===== config.mk =====
export PLATFORM = sky130hd
export DESIGN_NAME = frv_mem_arbiter
export DESIGN_NICKNAME = d
export VERILOG_FILES = /design/src/rtl/frv_mem_pkg.sv /design/src/rtl/frv_mem_owner_fifo.sv /design/src/rtl/frv_mem_arbiter.sv
export SDC_FILE = /design/constraint.sdc
export NUM_CORES = 1
export LEC_CHECK = 0
export ABC_AREA = 1
export CORE_AREA = 2 2 111 113
export CTS_CLUSTER_SIZE = 28
export DETAILED_ROUTE_END_ITERATION = 6
export DIE_AREA = 0 0 113 115
export PLACE_DENSITY = 0.64
export SETUP_SLACK_MARGIN = 0.05
export SLEW_MARGIN = 40
export SYNTH_ARGS = -nofsm -noshare
export SYNTH_HDL_FRONTEND = slang
export SYNTH_HIERARCHICAL = 1
export SYNTH_SLANG_ARGS = --single-unit

===== constraint.sdc =====
create_clock -name g_clk -period 2.6 [get_ports g_clk]
set_input_delay 0.26 -clock g_clk [delete_from_list [all_inputs] [get_ports g_clk]]
set_output_delay 0.26 -clock g_clk [all_outputs]
set_load 0.05 [all_outputs]

===== src/rtl/frv_mem_pkg.sv =====
// ----------------------------------------------------------------------------
// frv_mem_pkg
//   Shared definitions for the instruction/data memory arbiter.
//   - owner_e        : one-bit transaction owner ID (imem = 0, dmem = 1)
//   - lock_e         : lock state of the shared request port
//   - OUTSTANDING_MAX: upper bound on in-flight transactions
//   - CNT_W / PTR_W  : widths of the owner FIFO occupancy count and pointers
//   - ptr_inc()      : modulo-depth pointer increment for the owner FIFO
// ----------------------------------------------------------------------------
package frv_mem_pkg;

    typedef enum logic {
        OWNER_IMEM = 1'b0,
        OWNER_DMEM = 1'b1
    } owner_e;

    typedef enum logic [1:0] {
        LOCK_NONE = 2'd0,
        LOCK_IMEM = 2'd1,
        LOCK_DMEM = 2'd2
    } lock_e;

    localparam int OUTSTANDING_MAX = 4;

    // Count must represent 0..OUTSTANDING_MAX inclusive.
    localparam int CNT_W = 3;
    localparam int PTR_W = 2;

    // Wrap the pointer after the last used slot so any depth 1..4 works
    // without needing a power-of-two storage size.
    function automatic logic [PTR_W-1:0] ptr_inc(
        input logic [PTR_W-1:0] ptr,
        input logic [PTR_W-1:0] last
    );
        return (ptr == last) ? '0 : ptr + 1'b1;
    endfunction

endpackage


===== src/rtl/frv_mem_owner_fifo.sv =====
// ----------------------------------------------------------------------------
// frv_mem_owner_fifo
//   Records which requester owns each granted-but-unanswered transaction so
//   in-order responses can be routed back.
//   Ports:
//     g_clk, g_reset : clock, asynchronous active-high reset
//     i_push         : a request was granted this cycle
//     i_push_id      : owner of that request (0 = imem, 1 = dmem)
//     i_pop          : the head response was accepted this cycle
//     o_head         : owner ID of the oldest outstanding transaction
//     o_count        : number of outstanding transactions (0..DEPTH)
//     o_full/o_empty : occupancy flags
// ----------------------------------------------------------------------------
module frv_mem_owner_fifo
    import frv_mem_pkg::*;
#(
    parameter int DEPTH = 2
)
(
    input  logic             g_clk,
    input  logic             g_reset,
    input  logic             i_push,
    input  logic             i_push_id,
    input  logic             i_pop,
    output logic             o_head,
    output logic [CNT_W-1:0] o_count,
    output logic             o_full,
    output logic             o_empty
);

    localparam logic [PTR_W-1:0] LAST_IDX = PTR_W'(DEPTH - 1);

    logic [PTR_W-1:0] r_wr_ptr;
    logic [PTR_W-1:0] r_rd_ptr;
    logic [CNT_W-1:0] r_count;
    logic             r_slot [0:OUTSTANDING_MAX-1];

    logic w_push_ok;
    logic w_pop_ok;

    assign o_full    = (r_count == CNT_W'(DEPTH));
    assign o_empty   = (r_count == '0);
    assign o_count   = r_count;
    assign o_head    = r_slot[r_rd_ptr];

    // A pop frees a slot in the same cycle, so push is allowed when full
    // only if a pop happens alongside it.
    assign w_pop_ok  = i_pop && !o_empty;
    assign w_push_ok = i_push && (!o_full || w_pop_ok);

    always_ff @(posedge g_clk or posedge g_reset) begin
        if (g_reset) begin
            r_wr_ptr <= '0;
            r_rd_ptr <= '0;
            r_count  <= '0;
        end else begin
            if (w_push_ok) begin
                r_wr_ptr <= ptr_inc(r_wr_ptr, LAST_IDX);
            end
            if (w_pop_ok) begin
                r_rd_ptr <= ptr_inc(r_rd_ptr, LAST_IDX);
            end
            case ({w_push_ok, w_pop_ok})
                2'b10:   r_count <= r_count + 1'b1;
                2'b01:   r_count <= r_count - 1'b1;
                default: r_count <= r_count;
            endcase
        end
    end

    // Owner IDs are only read while occupied, so the storage needs no reset.
    always_ff @(posedge g_clk) begin
        if (w_push_ok) begin
            r_slot[r_wr_ptr] <= i_push_id;
        end
    end

endmodule


===== src/rtl/frv_mem_arbiter.sv =====
// ----------------------------------------------------------------------------
// frv_mem_arbiter
//   Arbitrates an instruction-fetch port (read-only) and a data port onto one
//   shared request/response port towards the AXI adapter.
//   Parameters:
//     OUTSTANDING   : max granted-but-unanswered transactions (1..4)
//     DATA_PRIORITY : 1 = data port always wins, 0 = round-robin on conflict
//   Ports:
//     g_clk, g_reset            : clock, asynchronous active-high reset
//     imem_req/addr             : fetch request       -> imem_gnt
//     imem_recv/error/rdata     : fetch response      <- imem_ack
//     dmem_req/wen/strb/wdata/addr : data request     -> dmem_gnt
//     dmem_recv/error/rdata     : data response       <- dmem_ack
//     mem_req/wen/strb/wdata/addr : shared request    <- mem_gnt
//     mem_recv/error/rdata      : shared response     -> mem_ack
//   All outputs are held at 0 while g_reset is asserted.
// ----------------------------------------------------------------------------
module frv_mem_arbiter
    import frv_mem_pkg::*;
#(
    parameter int OUTSTANDING   = 2,
    parameter int DATA_PRIORITY = 1
)
(
    input  logic        g_clk,
    input  logic        g_reset,

    input  logic        imem_req,
    input  logic [31:0] imem_addr,
    output logic        imem_gnt,
    output logic        imem_recv,
    input  logic        imem_ack,
    output logic        imem_error,
    output logic [31:0] imem_rdata,

    input  logic        dmem_req,
    input  logic        dmem_wen,
    input  logic [3:0]  dmem_strb,
    input  logic [31:0] dmem_wdata,
    input  logic [31:0] dmem_addr,
    output logic        dmem_gnt,
    output logic        dmem_recv,
    input  logic        dmem_ack,
    output logic        dmem_error,
    output logic [31:0] dmem_rdata,

    output logic        mem_req,
    output logic        mem_wen,
    output logic [3:0]  mem_strb,
    output logic [31:0] mem_wdata,
    output logic [31:0] mem_addr,
    input  logic        mem_gnt,
    input  logic        mem_recv,
    output logic        mem_ack,
    input  logic        mem_error,
    input  logic [31:0] mem_rdata
);

    lock_e            r_lock;
    lock_e            w_lock_nxt;
    owner_e           r_last_gnt;

    owner_e           w_sel_free;
    owner_e           w_sel;
    logic             w_sel_dmem;
    logic             w_sel_req;
    logic             w_req_out;
    logic             w_grant;

    logic             w_head;
    logic [CNT_W-1:0] w_count;
    logic             w_full;
    logic             w_empty;
    logic             w_head_ack;
    logic             w_ack_out;
    logic             w_pop;

    // ------------------------------------------------------------------
    // Unlocked selection
    // ------------------------------------------------------------------
    always_comb begin
        w_sel_free = OWNER_IMEM;
        if (DATA_PRIORITY != 0) begin
            w_sel_free = dmem_req ? OWNER_DMEM : OWNER_IMEM;
        end else if (imem_req && dmem_req) begin
            // Conflict: whoever was not granted last goes first.
            w_sel_free = (r_last_gnt == OWNER_IMEM) ? OWNER_DMEM : OWNER_IMEM;
        end else begin
            w_sel_free = dmem_req ? OWNER_DMEM : OWNER_IMEM;
        end
    end

    // ------------------------------------------------------------------
    // Lock FSM: once a request is presented without a grant, the shared
    // port is pinned to that owner until the grant arrives so the request
    // fields stay stable for the downstream adapter.
    // ------------------------------------------------------------------
    always_comb begin
        w_lock_nxt = r_lock;
        w_sel      = w_sel_free;

        case (r_lock)
            LOCK_IMEM: w_sel = OWNER_IMEM;
            LOCK_DMEM: w_sel = OWNER_DMEM;
            default:   w_sel = w_sel_free;
        endcase

        w_sel_req = (w_sel == OWNER_DMEM) ? dmem_req : imem_req;
        // Full blocks the request outright, which also keeps the lock
        // from being set while no request is visible downstream.
        w_req_out = w_sel_req && !w_full && !g_reset;
        w_grant   = w_req_out && mem_gnt;

        if (w_grant) begin
            w_lock_nxt = LOCK_NONE;
        end else if (w_req_out) begin
            w_lock_nxt = (w_sel == OWNER_DMEM) ? LOCK_DMEM : LOCK_IMEM;
        end
    end

    always_ff @(posedge g_clk or posedge g_reset) begin
        if (g_reset) begin
            r_lock <= LOCK_NONE;
        end else begin
            r_lock <= w_lock_nxt;
        end
    end

    always_ff @(posedge g_clk or posedge g_reset) begin
        if (g_reset) begin
            r_last_gnt <= OWNER_IMEM;
        end else if (w_grant) begin
            r_last_gnt <= w_sel;
        end
    end

    // ------------------------------------------------------------------
    // Owner tracking for in-order response routing
    // ------------------------------------------------------------------
    frv_mem_owner_fifo #(
        .DEPTH (OUTSTANDING)
    ) u_owner_fifo (
        .g_clk     (g_clk),
        .g_reset   (g_reset),
        .i_push    (w_grant),
        .i_push_id (w_sel == OWNER_DMEM),
        .i_pop     (w_pop),
        .o_head    (w_head),
        .o_count   (w_count),
        .o_full    (w_full),
        .o_empty   (w_empty)
    );

    // Responses arriving with nothing outstanding are stray and dropped.
    assign w_head_ack = w_head ? dmem_ack : imem_ack;
    assign w_ack_out  = (w_count != '0) && w_head_ack && !g_reset;
    assign w_pop      = mem_recv && w_ack_out;

    // ------------------------------------------------------------------
    // Shared request port
    // ------------------------------------------------------------------
    assign w_sel_dmem = (w_sel == OWNER_DMEM) && !g_reset;

    assign mem_req    = w_req_out;
    assign mem_wen    = w_sel_dmem ? dmem_wen   : 1'b0;
    assign mem_strb   = w_sel_dmem ? dmem_strb  : 4'b0;
    assign mem_wdata  = w_sel_dmem ? dmem_wdata : 32'b0;
    assign mem_addr   = g_reset ? 32'b0 : (w_sel_dmem ? dmem_addr : imem_addr);
    assign mem_ack    = w_ack_out;

    assign imem_gnt   = w_grant && (w_sel == OWNER_IMEM);
    assign dmem_gnt   = w_grant && (w_sel == OWNER_DMEM);

    // ------------------------------------------------------------------
    // Response routing: valid goes to the head owner only; data and error
    // are broadcast and only meaningful alongside the matching recv.
    // ------------------------------------------------------------------
    assign imem_recv  = mem_recv && !w_empty && !w_head && !g_reset;
    assign dmem_recv  = mem_recv && !w_empty &&  w_head && !g_reset;

    assign imem_rdata = g_reset ? 32'b0 : mem_rdata;
    assign dmem_rdata = g_reset ? 32'b0 : mem_rdata;
    assign imem_error = mem_error && !g_reset;
    assign dmem_error = mem_error && !g_reset;

endmodule


==> results of run 1 <==
-- Yosys cell counts (2+ instances only) --
cell type	instances
inv_1	94
buf_6	7
nand2_2	2
nor2_1	113
buf_4	33
dfrtp_1	9
nand2_8	2
buf_12	3
nand4_1	3
buf_2	3
ha_1	2
edfxtp_1	4
nor2_4	30
o21ai_1	5
nor3_1	3
nand3_1	6
nand2_1	27
o21ai_0	30
clkbuf_1	3
-- registers in the layout, indices dropped and copies added, names as in the netlist --
| signal | count |
|---|---|
| r_lock | 2 |
| u_owner_fifo/r_rd_ptr | 2 |
| u_owner_fifo/r_wr_ptr | 2 |
| u_owner_fifo/o_count | 3 |
| u_owner_fifo/r_slot | 4 |
-- where the power goes --
| group | leakage (nW) | internal [mW] | total [mW] | switching (mW) |
|---|---|---|---|---|
| clock network | 0.0409 | 0.204 | 0.281 | 0.0778 |
| registers | 0.149 | 0.289 | 0.361 | 0.0721 |
| logic | 2.84 | 1.64 | 3.85 | 2.21 |
| total | 3.03 | 2.13 | 4.50 | 2.36 |
-- kinds of logic (layout without fill, tap and decap cells) --
logic type / Yosys count / count (layout) / share of synthesized area [%]
DFF: 13 / 13 / 14.4
adders and majority gates: 3 / 3 / 1.88
and+or+nand+nor: 191 / 191 / 42.5
buffers and inverters: 146 / 389 / 32.8
xor gates and xnor gates: 1 / 1 / 0.365
AOI/OAI and AO/OA: 38 / 38 / 8.08
-- final timing paths --
check,slack (ns),cells after the start,end,from
max,0.16,16,u_owner_fifo/o_count[2]$_DFFE_PP0P_,r_lock[0]$_DFFE_PP0P_
min,0.47,2,u_owner_fifo/o_count[1]$_DFFE_PP0P_,g_reset
min in group g_clk,0.49,2,r_lock[0]$_DFFE_PP0P_,r_lock[0]$_DFFE_PP0P_
max in group asynchronous,1.76,3,r_lock[1]$_DFFE_PP0P_,g_reset
min reg2reg,0.49,2,r_lock[0]$_DFFE_PP0P_,r_lock[0]$_DFFE_PP0P_
max reg2reg,0.16,16,u_owner_fifo/o_count[2]$_DFFE_PP0P_,r_lock[0]$_DFFE_PP0P_
-- routing by layer --
layer | global-route usage (%) | up-vias
li1 | - | 1586
met1 | 19.2 | 1390
met2 | 30.7 | 131
met3 | 2.27 | 8
met4 | 2.11 | 0
met5 | 0 | -
-- per-stage QoR --
step | std cells | setup slack, ns
after global routing | 782 | 0.00891
final | 782 | 0.158
after floorplan | 392 | 0.390
after detailed placement | 776 | 0.0937
after CTS | 780 | 0.0971
after global placement | 776 | 0.240
-- timing repair --
item / 4_1_cts / 5_1_grt
endpoints found under the hold margin: 0 / 0
gates resized for setup: 0 / 8
setup endpoints to repair: 0 / 2
buffers inserted: 0 / 2
-- area by class of cell --
type / count / share of cell area (%)
Timing Repair Buffer: 288 / 65.4
Tap cell: 147 / 2.80
Sequential cell: 13 / 5.28
Clock buffer: 3 / 1.14
Inverter: 97 / 5.70
Multi-Input combinational cell: 233 / 19.6
Clock inverter: 1 / 0.0762
==> results by group, run 1 <==
Status
  – Outcome: finished, violations left
  – Failing checks: DRC

STA
  – Period minus WS final: 2.44 ns
  – Slew headroom: 65.1%
  – Fin Hold WS: 0.465 ns
  – Setup TNS Final: 0 ns
  – Max Slew Vio Count: 0
  – Final hold violation count: 0
  – Period utilization: 93.9%
  – Maximum clock rate: 410 MHz
  – Final Setup Violations: 0
  – RSZ-0062 raised after global routing: yes
  – Worst-Margin Slew: 0.522 ns
  – Clock skew: 0.00175 ns

Yosys
  – Yosys top cell area share: 17.7%
  – Mapped cell area: 2400 µm²
  – Post-Syn Nets: 537
  – Post-synthesis sequential area ratio: 14.4%
  – Synth area leader: nor2_1
  – Number of synthesized flops with an enable pin: 4
  – Asr flop ratio synth: 69.2%
  – Syn Area/Cell: 6.13 µm²
  – Library cells used by synthesis: 32
  – YS warnings: 6
  – Top cells by area, synth: nor2_1, inv_1, nor2_4
  – Main synth FF type: dfrtp_1
  – Yosys reg bits: 13
  – Post-Synthesis Cells: 392

Clock network
  – Max clock buf depth: 2
  – CTS Root Cell: clkbuf_16
  – Clk Latency, worst-skew pair: 0.24 ns
  – H-Tree Depth: 1
  – TritonCTS clock tree: done
  – Hold Buf Count CTS: 0
  – CTS clk-pin slew, worst paths: 0.04 ns
  – Clock sink count: 13
  – Num CTS Buffers: 3

Placement
  – DP Area: 6450 µm²
  – Post-DP HPWL: 9.79 mm
  – # port buffers: 282
  – Gpl congestion: 0.857

Floorplanning
  – Total die area: 13000 µm²
  – I/O Pins: 283
  – # rows: 40
  – DIE WIDTH: 113 µm
  – Initial Util: 20.3%
  – Die height: 115 µm
  – Core Box Area: 11800 µm²

Critical path
  – Critical path type: reg2reg
  – Worst setup EP type: flop
  – Critical path's most frequent cell: nand2_1
  – Req. time, crit path: 2.73 ns
  – CP max-delay cell: fa_1
  – CP max stage delay: 0.39 ns
  – Crit path cell chain: inv_1 -> ha_1 -> inv_2 -> nand2_4 -> nand3_1 -> nand2_1 -> nand3_1 -> inv_1 -> nand2_4 -> ha_1 -> inv_1 -> fa_1 -> nand2_1 -> nand3_1 -> nand2_1 -> nand2_1
  – Cell family with most CP delay: adder cells
  – Critical Path AT: 2.57 ns
  – CP max FO: 4
  – Worst path buffer plus inverter count: 4
  – CP Launch Type: flop

Routing
  – Wire length on met3: 776 µm
  – Routed vias: 3115
  – WL met1: 4.19 mm
  – Top routing layer in use: met4
  – Initial detailed-routing violation count: 147
  – Pre-antenna DRT Iters: 6
  – DRT Wirelength: 11.3 mm
  – WL met2: 6.23 mm
  – Vias per cell: 3.98
  – Routed wire per std cell: 14.4 µm
  – DRT antenna net count: 0
  – Drc violations: 20

Final layout
  – Most frequent cells in the layout: buf_12, clkdlybuf4s50_1, nor2_1
  – Final net count: 781
  – Layout cell share with drive strength beyond 1: 30.9%
  – Fillcell total: 1059
  – # diodes: 0
  – Final core occ: 55.6%
  – Commonest non-fill, non-tap cell in the layout: buf_12
  – Register area: 347 µm²
  – P&R area growth vs syn: 173%
  – Cell area after layout: 6570 µm²
  – Multi-input gate area: 1290 µm²

Power
  – Tot Pwr: 4.50 mW
  – Power Dens Cells: 685 nW/µm²
  – VDD IR max: 571 µV
  – Leak pwr: 3.03 nW

GRT
  – Initial antenna violation count: 0
  – Largest net degree at the start of global routing: 41
  – GRT overflow: 0
  – Tot GR Track Use: 15.9%
  – Vias in the first global route: 3047
  – First-pass GRT wire length: 16.5 mm

Job
  – Max-capacitance violation count: 0

Hold path
  – Hold Path Class: in2async
(Power assumes the default switching activity.)
==> inputs of run 2 (changes only) <==
==> constraint.sdc (replaced) <==
create_clock -name g_clk -period 2.5 [get_ports g_clk]
set_input_delay 0.25 -clock g_clk [delete_from_list [all_inputs] [get_ports g_clk]]
set_output_delay 0.25 -clock g_clk [all_outputs]
set_load 0.05 [all_outputs]
==> results by group, run 2 (synthesized netlist as in run 1, its figures left out) <==
Clock network
  – Max clock buf depth: 2
  – CTS clk-pin slew, worst paths: 0.04 ns
  – Hold Buf Count CTS: 0
  – Clock sink count: 13
  – H-Tree Depth: 1
  – Num CTS Buffers: 3
  – Clk Latency, worst-skew pair: 0.24 ns
  – CTS Root Cell: clkbuf_16
  – TritonCTS clock tree: done

Final layout
  – Cell area after layout: 6650 µm²
  – Final net count: 786
  – Commonest non-fill, non-tap cell in the layout: buf_12
  – Register name with the most flops: u_owner_fifo/r_slot
  – P&R area growth vs syn: 177%
  – # diodes: 0
  – Max FFs per register: 4
  – Fillcell total: 1020
  – Layout cell share with drive strength beyond 1: 32.7%
  – Most frequent cells in the layout: buf_12, clkdlybuf4s50_1, nor2_1

Critical path
  – Reg2Reg Setup Slack: 0.1 ns
  – Critical path type: reg2reg
  – Crit path cell chain: o211ai_1 -> nand2_1 -> inv_1 -> nand2_1 -> nand2_1 -> nand3_2 -> nor2_4 -> buf_6 -> nand2_4 -> inv_4 -> ha_4 -> inv_4 -> fa_2 -> nand2_2 -> nand3_2 -> nand2_1 -> nand2_1
  – Worst Reg-to-Reg Cells: 17
  – Critical path's most frequent cell: nand2_1
  – Crit path capture: u_owner_fifo/o_count[2]$_DFFE_PP0P_
  – Reg-to-reg endpoint: u_owner_fifo/o_count[2]$_DFFE_PP0P_
  – Worst reg2reg startpoint: u_owner_fifo/r_rd_ptr[0]$_DFFE_PP0P_
  – CP max stage delay: 0.43 ns
  – CP Launch Type: flop
  – Critical Path AT: 2.53 ns
  – CP max-delay cell: dfrtp_2
  – Worst setup path startpoint: u_owner_fifo/r_rd_ptr[0]$_DFFE_PP0P_
  – Req. time, crit path: 2.63 ns
  – Worst path buffer plus inverter count: 4
  – CP max FO: 6
  – Worst setup EP type: flop
  – Cell family with most CP delay: simple AND/OR/NAND/NOR gates
  – CP Depth: 17

STA
  – Clock skew: 0.00160 ns
  – Max Slew Vio Count: 0
  – Slew headroom: 65.1%
  – RSZ-0062 raised after global routing: yes
  – Period minus WS final: 2.40 ns
  – Final worst slack: 0.0957 ns
  – Final Setup Violations: 0
  – Period utilization: 96.2%
  – Final hold violation count: 0
  – Maximum clock rate: 416 MHz
  – Worst-Margin Slew: 0.522 ns

Floorplanning
  – Total die area: 13000 µm²
  – # rows: 40
  – DIE WIDTH: 113 µm
  – Die height: 115 µm
  – Core Box Area: 11800 µm²
  – Initial Util: 20.3%
  – I/O Pins: 283

Routing
  – DRT Wirelength: 11.7 mm
  – Pre-antenna DRT Iters: 6
  – DRT antenna net count: 0
  – Routed vias: 3235
  – Drc violations: 20
  – Vias per cell: 4.11
  – Initial detailed-routing violation count: 114
  – Routed wire per std cell: 14.8 µm

Job
  – Max-capacitance violation count: 0

GRT
  – Largest net degree at the start of global routing: 41
  – First-pass GRT wire length: 16.8 mm
  – Initial antenna violation count: 0
  – Vias in the first global route: 3136
  – GRT overflow: 0
  – Tot GR Track Use: 16.0%

Power
  – Clock power share: 6.3%
  – Tot Pwr: 4.79 mW
  – Power Dens Cells: 720 nW/µm²
  – Share of power burned in registers: 7.8%
  – Leak pwr: 3.06 nW
  – VDD IR max: 697 µV
  – P_int: 2.27 mW
  – Sw frac: 52.6%
  – Switching power: 2.52 mW
  – Logic gate share of total power: 86.0%

Placement
  – DP Area: 6460 µm²
  – Post-DP HPWL: 9.82 mm
  – Place WS: 0.0722 ns
  – # port buffers: 282
  – Gpl congestion: 0.824

Status
  – Failing checks: DRC
  – Outcome: finished, violations left

Hold path
  – Hold Path Class: in2async
==> run 2: metal layers <==
layer | part of all wire [%] | GRT usage (%) | up-vias
met5 | 0 | 0 | -
met4 | 0.99 | 1.46 | 0
met2 | 57 | 32.3 | 139
met3 | 7.0 | 2.74 | 12
met1 | 35 | 18.2 | 1485
li1 | - | - | 1599
==> run 2: worst register-to-register path: stages (launching register included) <==
cell	delay [ns]
dfrtp_2	0.43
o211ai_1	0.18
nand2_1	0.12
inv_1	0.09
nand2_1	0.05
nand2_1	0.07
nand3_2	0.09
nor2_4	0.16
buf_6	0.12
nand2_4	0.05
inv_4	0.07
ha_4	0.15
inv_4	0.04
fa_2	0.40
nand2_2	0.10
nand3_2	0.06
nand2_1	0.06
nand2_1	0.05
==> run 2: power groups by stage <==
stage	combinational (mW)	sequential, mW	clock [mW]
CTS	4.03	0.369	0.301
finish	4.11	0.373	0.299
global route	4.32	0.380	0.319
detailed placement	4.02	0.372	0
floorplan	2.29	0.355	0
global placement	3.96	0.365	0
==> run 2: area by class of cell <==
| type | instances | area [µm²] | area share (%) |
|---|---|---|---|
| Inverter | 97 | 379 | 5.71 |
| Clock buffer | 3 | 75.1 | 1.13 |
| Clock inverter | 1 | 5.00 | 0.0753 |
| Timing Repair Buffer | 292 | 4330 | 65.1 |
| Multi-Input combinational cell | 234 | 1330 | 20.0 |
| Sequential cell | 13 | 347 | 5.22 |
| Tap cell | 147 | 184 | 2.77 |
==> run 2: worst min-delay path by stage <==
stage,from,slack [ns],to
global route,g_reset,0.53,u_owner_fifo/r_wr_ptr[1]$_DFFE_PP0P_
global placement,r_lock[0]$_DFFE_PP0P_,0.46,r_lock[0]$_DFFE_PP0P_
floorplan,g_reset,0.05,u_owner_fifo/o_count[0]$_DFFE_PP0P_
detailed placement,r_lock[0]$_DFFE_PP0P_,0.47,r_lock[0]$_DFFE_PP0P_
CTS,g_reset,0.47,u_owner_fifo/r_wr_ptr[1]$_DFFE_PP0P_
finish,g_reset,0.47,u_owner_fifo/r_wr_ptr[0]$_DFFE_PP0P_
==> run 2: repair_timing <==
item,CTS,global route
endpoints found under the setup margin,0,18
buffers inserted,0,4
gates resized for setup,0,20
==> run 2: metrics by stage <==
| step | setup TNS [ns] | hold WS (ns) | std cells | util (%) |
|---|---|---|---|---|
| floorplan | 0 | 0.0534 | 392 | - |
| global placement | 0 | 0.462 | 778 | 54.7 |
| detailed placement | 0 | 0.468 | 778 | 54.7 |
| CTS | 0 | 0.466 | 782 | 55.4 |
| global route | -0.0300 | 0.527 | 787 | 56.3 |
| finish | 0 | 0.467 | 787 | 56.3 |
==> inputs of run 3 (changes only) <==
--- a/config.mk
+++ b/config.mk
@@ -6,11 +6,11 @@
 export NUM_CORES = 1
 export LEC_CHECK = 0
 export ABC_AREA = 1
-export CORE_AREA = 2 2 111 113
+export CORE_AREA = 5 5 108 110
 export CTS_CLUSTER_SIZE = 28
 export DETAILED_ROUTE_END_ITERATION = 6
 export DIE_AREA = 0 0 113 115
-export PLACE_DENSITY = 0.64
+export PLACE_DENSITY = 0.71
 export SETUP_SLACK_MARGIN = 0.05
 export SLEW_MARGIN = 40
 export SYNTH_ARGS = -nofsm -noshare
==> results by group, run 3 (synthesized netlist as in run 1, its figures left out) <==
Status
  – Outcome: complete, no violations

Routing
  – Pre-antenna DRT Iters: 6
  – Initial detailed-routing violation count: 167
  – Drc violations: 0
  – DRT antenna net count: 0
  – Routed vias: 3248
  – DRT Wirelength: 12.6 mm
  – Routed wire per std cell: 16.1 µm
  – Vias per cell: 4.16

Critical path
  – Req. time, crit path: 2.68 ns
  – Critical path type: reg2reg
  – Crit path cell chain: a21oi_1 -> o21ai_1 -> nand2_1 -> inv_2 -> nand2_1 -> nand2_1 -> nand3_2 -> nor2_4 -> inv_1 -> nand3_2 -> nand2_4 -> ha_2 -> inv_2 -> fa_2 -> nand2_2 -> buf_4 -> nand4_1 -> nand2_1
  – Worst setup EP type: flop
  – CP max stage delay: 0.43 ns
  – Critical path's most frequent cell: nand2_1
  – CP max FO: 5
  – Critical Path AT: 2.59 ns
  – CP max-delay cell: dfrtp_1
  – CP Launch Type: flop

Placement
  – # port buffers: 282
  – Post-DP HPWL: 10.8 mm
  – Gpl congestion: 0.860
  – Place WS: 0.0634 ns

STA
  – Final worst slack: 0.0964 ns
  – Slew headroom: 68.7%
  – Period utilization: 96.1%
  – Period minus WS final: 2.40 ns
  – Clock skew: 0.00116 ns
  – Fin Hold WS: 0.489 ns
  – Final Setup Violations: 0
  – Final hold violation count: 0
  – Maximum clock rate: 416 MHz
  – Worst-Margin Slew: 0.467 ns
  – Max Slew Vio Count: 0
  – Setup TNS Final: 0 ns

Final layout
  – Commonest non-fill, non-tap cell in the layout: buf_12
  – Layout cell share with drive strength beyond 1: 32.3%
  – Register name with the most flops: u_owner_fifo/r_slot
  – Final core occ: 62.3%
  – Final net count: 787
  – Max FFs per register: 4
  – Most frequent cells in the layout: buf_12, clkdlybuf4s50_1, nor2_1
  – P&R area growth vs syn: 175%
  – Fillcell total: 843
  – # diodes: 0

Power
  – Tot Pwr: 4.73 mW
  – Power Dens Cells: 716 nW/µm²
  – VDD IR max: 506 µV
  – Leak pwr: 3.05 nW

GRT
  – Largest net degree at the start of global routing: 41
  – Tot GR Track Use: 17.5%
  – Vias in the first global route: 3214
  – GRT overflow: 0
  – First-pass GRT wire length: 18.2 mm
  – Initial antenna violation count: 0

Floorplanning
  – DIE WIDTH: 113 µm
  – # rows: 38
  – Initial Util: 22.6%
  – Total die area: 13000 µm²
  – I/O Pins: 283
  – Die height: 115 µm
  – Core Box Area: 10600 µm²

Clock network
  – H-Tree Depth: 1
  – CTS clk-pin slew, worst paths: 0.05 ns
  – Num CTS Buffers: 3
  – Clock sink count: 13
  – Max clock buf depth: 2
  – Clk Latency, worst-skew pair: 0.24 ns
  – CTS Root Cell: clkbuf_8
  – TritonCTS clock tree: done

Hold path
  – Hold Path Class: reg2reg

Job
  – Max-capacitance violation count: 0
run 3: cell count changes in the layout (fill, tap and decap cells not counted), sizes merged:
cell / delta
buf: +2
clkbuf: +1
clkinv: -1
nand2: -1
run 3: final timing paths:
kind | from | to | slack (ns) | cells after the start
setup / recovery | u_owner_fifo/r_rd_ptr[0]$_DFFE_PP0P_ | u_owner_fifo/o_count[2]$_DFFE_PP0P_ | 0.1 | 18
hold / removal | r_lock[0]$_DFFE_PP0P_ | r_lock[0]$_DFFE_PP0P_ | 0.49 | 2
setup reg to reg | u_owner_fifo/r_rd_ptr[0]$_DFFE_PP0P_ | u_owner_fifo/o_count[2]$_DFFE_PP0P_ | 0.1 | 18
hold reg to reg | r_lock[0]$_DFFE_PP0P_ | r_lock[0]$_DFFE_PP0P_ | 0.49 | 2
max in group asynchronous | g_reset | u_owner_fifo/r_rd_ptr[1]$_DFFE_PP0P_ | 1.59 | 3
min in group asynchronous | g_reset | r_lock[1]$_DFFE_PP0P_ | 0.50 | 3
run 3: timing repair:
item,in CTS,in global routing
pin swaps,0,7
setup buffers,1,4
gates resized for setup,2,12
endpoints found under the hold margin,0,0
hold buffers,0,0
endpoints found under the setup margin,2,2
gates cloned,0,0
run 3: metal layers:
layer / vias to the layer above / part of all wire [%] / wire length, µm / GRT usage [%]
met5: - / 0 / 0 / 0
met4: 0 / 1.6 / 198 / 3.37
met3: 19 / 6.5 / 824 / 3.89
met2: 159 / 57 / 7210 / 35.1
met1: 1473 / 35 / 4350 / 18.5
li1: 1597 / - / - / -
run 3: through the flow:
stage | cells | cell area (µm²)
after floorplan | 392 | 2400
after global placement | 772 | 6470
after detailed placement | 772 | 6470
after CTS | 777 | 6540
after global routing | 781 | 6600
final | 781 | 6600
run 3: worst max-delay path, delay by kind of cell (launching register included):
family                     cells  cell delay, ns
and+or+nand+nor               10            0.87
adders and majority gates      2            0.55
DFF                            1            0.43
buffers and inverters          4            0.28
AOI/OAI and AO/OA              2            0.22
run 3: area by class of cell:
class	count	area (µm²)	share of cell area, %
well taps	140	175	2.65
flip-flops and latches	13	345	5.23
multi-input cells	233	1310	19.9
clock buffers	4	45.0	0.682
repair buffers	294	4350	65.9
inverters	97	374	5.67
run 3: power breakdown:
part / leakage [nW] / internal [mW] / switching (mW)
Combinational: 2.88 / 1.80 / 2.37
Clock: 0.0228 / 0.113 / 0.0730
Sequential: 0.150 / 0.298 / 0.0779
